[config.mk]
export PLATFORM = sky130hd
export DESIGN_NAME = charlie_key_scanner
export DESIGN_NICKNAME = d
export VERILOG_FILES = /design/src/rtl/charlie_key_scanner.sv
export SDC_FILE = /design/constraint.sdc
export NUM_CORES = 1
export LEC_CHECK = 0
export ABC_AREA = 1
export CAP_MARGIN = 20
export CORE_UTILIZATION = 60
export CTS_CLUSTER_DIAMETER = 100
export DETAILED_ROUTE_END_ITERATION = 8
export GPL_TIMING_DRIVEN = 0
export PLACE_DENSITY = 0.85
export SLEW_MARGIN = 20
export SYNTH_ARGS = -nofsm -noshare
export SYNTH_HDL_FRONTEND = slang
export SYNTH_SLANG_ARGS = --single-unit
[constraint.sdc]
create_clock -name clk -period 6.5 [get_ports clk]
set_clock_uncertainty 0.05 [all_clocks]
set_input_delay 1.3 -clock clk [delete_from_list [all_inputs] [get_ports clk]]
set_output_delay 1.3 -clock clk [all_outputs]
set_load 0.05 [all_outputs]
[src/rtl/charlie_key_scanner.sv]
// Charlieplexed 8-line key matrix scanner: drives one line at a time and samples the rest.
// Optional build macro CHARLIE_SCAN_DEBOUNCE_EN adds multi-frame debounce before commit.
module charlie_key_scanner #(
  parameter int unsigned SETTLE_CYCLES    = 4,
  parameter int unsigned DISCHARGE_CYCLES = 2
`ifdef CHARLIE_SCAN_DEBOUNCE_EN
  ,parameter int unsigned DEBOUNCE_FRAMES = 3
`endif
) (
  input  logic        clk,
  input  logic        rst_n,
  input  logic        enable,
  input  logic [7:0]  uio_in,
  output logic [7:0]  uio_out,
  output logic [7:0]  uio_oe,
  output logic [63:0] key_state,
  output logic        frame_valid,
  output logic        key_changed
);

  // state     | meaning
  // S_IDLE    | lines released, waiting for enable
  // S_DRIVE   | current row line driven high, sample on last cycle
  // S_DISCH   | all lines released so the row node discharges
  // S_COMMIT  | frame complete, publish key frame
  typedef enum logic [1:0] {S_IDLE, S_DRIVE, S_DISCH, S_COMMIT} state_t;

  localparam logic [3:0] SETTLE_LOAD = 4'(SETTLE_CYCLES - 1);
  localparam logic [3:0] DISCH_LOAD  = 4'(DISCHARGE_CYCLES - 1);

  state_t      state, state_nxt;
  logic [2:0]  row, row_nxt;
  logic [3:0]  cnt, cnt_nxt;
  logic [7:0]  sync1, sync2;
  logic [63:0] shadow, shadow_nxt;
  logic [7:0]  drive_nxt;
  logic        abort, commit_go, commit_ok;
  logic [63:0] commit_val;

  always_ff @(posedge clk or negedge rst_n) begin
    if (!rst_n) begin
      state  <= S_IDLE;
      row    <= 3'd0;
      cnt    <= 4'd0;
      sync1  <= 8'd0;
      sync2  <= 8'd0;
      shadow <= 64'd0;
    end else begin
      state  <= state_nxt;
      row    <= row_nxt;
      cnt    <= cnt_nxt;
      sync1  <= uio_in;
      sync2  <= sync1;
      shadow <= shadow_nxt;
    end
  end

  always_comb begin
    state_nxt = state;
    row_nxt   = row;
    cnt_nxt   = cnt;
    case (state)
      S_IDLE: begin
        if (enable) begin
          state_nxt = S_DRIVE;
          row_nxt   = 3'd0;
          cnt_nxt   = SETTLE_LOAD;
        end
      end
      S_DRIVE: begin
        if (!enable) begin
          state_nxt = S_IDLE;
          row_nxt   = 3'd0;
          cnt_nxt   = 4'd0;
        end else if (cnt == 4'd0) begin
          state_nxt = S_DISCH;
          cnt_nxt   = DISCH_LOAD;
        end else begin
          cnt_nxt = cnt - 4'd1;
        end
      end
      S_DISCH: begin
        if (!enable) begin
          state_nxt = S_IDLE;
          row_nxt   = 3'd0;
          cnt_nxt   = 4'd0;
        end else if (cnt == 4'd0) begin
          if (row == 3'd7) begin
            state_nxt = S_COMMIT;
            cnt_nxt   = 4'd0;
          end else begin
            state_nxt = S_DRIVE;
            row_nxt   = row + 3'd1;
            cnt_nxt   = SETTLE_LOAD;
          end
        end else begin
          cnt_nxt = cnt - 4'd1;
        end
      end
      S_COMMIT: begin
        row_nxt = 3'd0;
        if (enable) begin
          state_nxt = S_DRIVE;
          cnt_nxt   = SETTLE_LOAD;
        end else begin
          state_nxt = S_IDLE;
          cnt_nxt   = 4'd0;
        end
      end
      default: begin
        state_nxt = S_IDLE;
        row_nxt   = 3'd0;
        cnt_nxt   = 4'd0;
      end
    endcase
  end

  assign abort     = ((state == S_DRIVE) || (state == S_DISCH)) && !enable;
  assign commit_go = (state_nxt == S_COMMIT);

  // The driven line reads back high through itself, so the diagonal is masked off.
  always_comb begin
    shadow_nxt = shadow;
    if (abort) begin
      shadow_nxt = 64'd0;
    end else if ((state == S_DRIVE) && (cnt == 4'd0)) begin
      shadow_nxt[{row, 3'b000} +: 8] = sync2 & ~(8'b1 << row);
    end
  end

`ifdef CHARLIE_SCAN_DEBOUNCE_EN
  localparam logic [3:0] DEB_TH = 4'(DEBOUNCE_FRAMES);

  logic [63:0] candidate, cand_nxt;
  logic [3:0]  stable_cnt, stable_nxt;

  always_ff @(posedge clk or negedge rst_n) begin
    if (!rst_n) begin
      candidate  <= 64'd0;
      stable_cnt <= 4'd0;
    end else begin
      candidate  <= cand_nxt;
      stable_cnt <= stable_nxt;
    end
  end

  always_comb begin
    cand_nxt   = candidate;
    stable_nxt = stable_cnt;
    if (abort) begin
      cand_nxt   = 64'd0;
      stable_nxt = 4'd0;
    end else if (commit_go) begin
      if (shadow == candidate) begin
        stable_nxt = (stable_cnt == 4'd15) ? 4'd15 : stable_cnt + 4'd1;
      end else begin
        cand_nxt   = shadow;
        stable_nxt = 4'd1;
      end
    end
  end

  assign commit_val = cand_nxt;
  assign commit_ok  = (stable_nxt >= DEB_TH);
`else
  assign commit_val = shadow;
  assign commit_ok  = 1'b1;
`endif

  // Outputs are registered from next-state values so they line up with the state register.
  always_comb begin
    drive_nxt = 8'd0;
    if (state_nxt == S_DRIVE) drive_nxt = 8'b1 << row_nxt;
  end

  always_ff @(posedge clk or negedge rst_n) begin
    if (!rst_n) begin
      uio_out     <= 8'd0;
      uio_oe      <= 8'd0;
      key_state   <= 64'd0;
      frame_valid <= 1'b0;
      key_changed <= 1'b0;
    end else begin
      uio_out     <= drive_nxt;
      uio_oe      <= drive_nxt;
      frame_valid <= commit_go;
      key_changed <= commit_go && commit_ok && (commit_val != key_state);
      if (commit_go && commit_ok) key_state <= commit_val;
    end
  end

endmodule

==> metrics <==
vias in the first global route approximately 6000; Worst Path Max Fanout 3; total power roughly 3.0 mW; share of layout cells above drive strength 1 0.08799; Clk Latency, worst-skew pair ~0.43 ns; relative max-transition margin 0.4973; delay-heaviest family, CP buffers and inverters; FP Rows 40; Hold/Removal Path Class flip-flop to flip-flop; Worst EP required just over 5 ns; post_cts resized 0; yosys warns 0; Pwr Density around 320 nW/um^2; Tcrit/Tclk final 0.4713; post-synth design cell area 7407 sq um; number of buffers and inverters on the critical path 1; compound-cell area share of the yosys netlist 0.1074; Synth Area in XOR/XNOR 0.04139; Synth cell types 31; maxcap violations 0; crit end category output pin; critical path class flip-flop to output pin; setup ws final 3.437 ns; CTS tree done; Worst Tran Pin Value 0.7508 ns; CP cell instances clkdlybuf4s50_1; via count 6134; DP Wirelength 12.75 mm; ANT cells 0; Worst path max stage delay 0.84 ns; Final Max Tran Viols 0; CTS Hold Buffers Added 0; drt wl/cell approximately 17 um; area of the die roughly 13000 sq um; synth top area cells dfrtp_1, nand2_1, inv_1; Clock transition at path regs about 0.06 ns; synthesis-to-finish area growth 24.43%; final WL between 15 and 20 mm; shortest period the worst path allows 3.063 ns; core area roughly 12000 sq um; Root Buffer clkbuf_16; Die Ht between 100 and 150 um; Mapped Nets approximately 860; commonest cells after routing, fill and taps aside nand2_1, dfrtp_1, inv_1; commonest non-fill, non-tap cell in the layout nand2_1; initial core utilization 0.6167; peak supply drop ~0.00027 V; Yosys reg bits between 150 and 200; share of the synthesized area in the top cell type 0.5507; Final Util 0.7673; Mapped Avg Cell Area around 8.8 sq um; Synth Area in Simple Gates 0.1897; unrepaired setup endpoints after global routing false; Via-to-Cell Ratio 5.511; ANT nets after route 0; first-pass GRT wire length between 20 and 30 mm; status finished, final reports clean; CP Data Arrival Time 1.71 ns; area leader, netlist dfrtp_1; setup bufs post-CTS 0; startpoint types flip-flop; final setup violation count 0; H-tree levels 4; slowest cell on the critical path clkdlybuf4s50_1; first drt pass iteration count 5; Die X about 110 um; Fin. Hold Viols 0; worst slack, placed around 3.2 ns; post-synthesis mux area share 0; Synth Area in Adders 0.02196; Max Root-Sink Buffers 2; sequential area share after synthesis 0.5507; largest net degree at the start of global routing about 100; Ports slightly above 90; main combinational cell family by area after synthesis simple AND/OR/NAND/NOR gates; routability cong. around 0.90; port bufs 92; Post-route DRC 0; clock buffer count from CTS 17; Setup TNS Final 0 ns; Highest Clock Rate around 330 MHz; Leakage around 4.3 nW; gr ovfl total 0; nets@finish 977; Post-Syn Instances between 800 and 900; antenna violations before repair 0; Initial DRC Count 459; Total GRT Usage 0.3115; clock sinks between 150 and 200
-- cell type report --
| cell class | count | area, sq um |
|---|---|---|
| multi-input cells | 523 | 2670 |
| clock buffers | 22 | 484.2 |
| repair buffers | 95 | 988.4 |
| well taps | 147 | 183.9 |
| inverters | 129 | 484.2 |
| clock inverters | 10 | 152.6 |
| fillers | 801 | 2795 |
| flip-flops and latches | 163 | 4079 |
| plain buffers | 24 | 173.9 |
-- cells in the mapped netlist --
cell        n
nand2_1   245
dfrtp_1   163
inv_1     119
o21ai_1    67
o22ai_1    55
nor2_1     47
xnor2_1    33
nand3_1    19
buf_4      14
ha_1       13
o21ai_0    11
inv_2       9
buf_2       7
nand2_2     5
a21oi_1     3
buf_6       3
nand4_1     3
nand4_2     3
nor2_4      3
a22oi_1     2
nand2_4     2
nand3_4     2
o211ai_1    2
xor2_1      2
a32oi_1     1
clkinv_1    1
nand3b_1    1
nor2_2      1
nor3_1      1
nor3_4      1
o21a_1      1
-- path summary, 6_finish.rpt --
| path | from | end | slack, ns | cells after the start |
|---|---|---|---|---|
| setup / recovery | key_state[18] | key_state[18] | 3.44 | 1 |
| hold reg to reg | sync1[6] | sync2[6] | 0.29 | 0 |
| max in group asynchronous | rst_n | cnt[0] | 4.93 | 3 |
| hold / removal | sync1[6] | sync2[6] | 0.29 | 0 |
| min in group asynchronous | rst_n | commit_val[11] | 0.81 | 2 |
| setup reg to reg | row[0] | commit_val[37] | 3.93 | 11 |
-- stage by stage --
step	instances	hold WS, ns	cell area (sq um)
6_report	1113	0.2934	9216
5_1_grt	1113	0.3012	9216
4_1_cts	1113	0.2981	9216
3_5_place_dp	1081	0.2886	8579
3_3_place_gp	1078	0.2822	8512
2_1_floorplan	839	0.2812	7407
-- registers in the layout, indices dropped and copies added, names as in the netlist --
register / flops
row: 3
cnt: 4
key_changed: 1
state: 2
uio_oe: 8
frame_valid: 1
sync1: 8
key_state: 64
commit_val: 64
sync2: 8
-- metal layers --
layer,vias to the layer above,global-route usage,part of all wire
met1,2944,0.4000,0.41
met3,59,0.05945,0.070
met4,0,0.1789,0.042
met2,247,0.4994,0.47
li1,2884,-,-
met5,-,0,0
-- power by group --
group          leakage, nW  internal, mW  switching, mW
clock                0.316         0.680          0.390
combinational         1.79         0.240          0.527
sequential            2.22          1.09         0.0544
-- kinds of logic (layout without fill, tap and decap cells) --
logic type / after synthesis / after routing
xor+xnor: 35 / 35
flops: 163 / 163
simple gates: 333 / 333
fa+ha+maj: 13 / 13
buf+inv: 153 / 280
compound gates: 142 / 142
No activity file was read; power rests on OpenSTA's default activity.
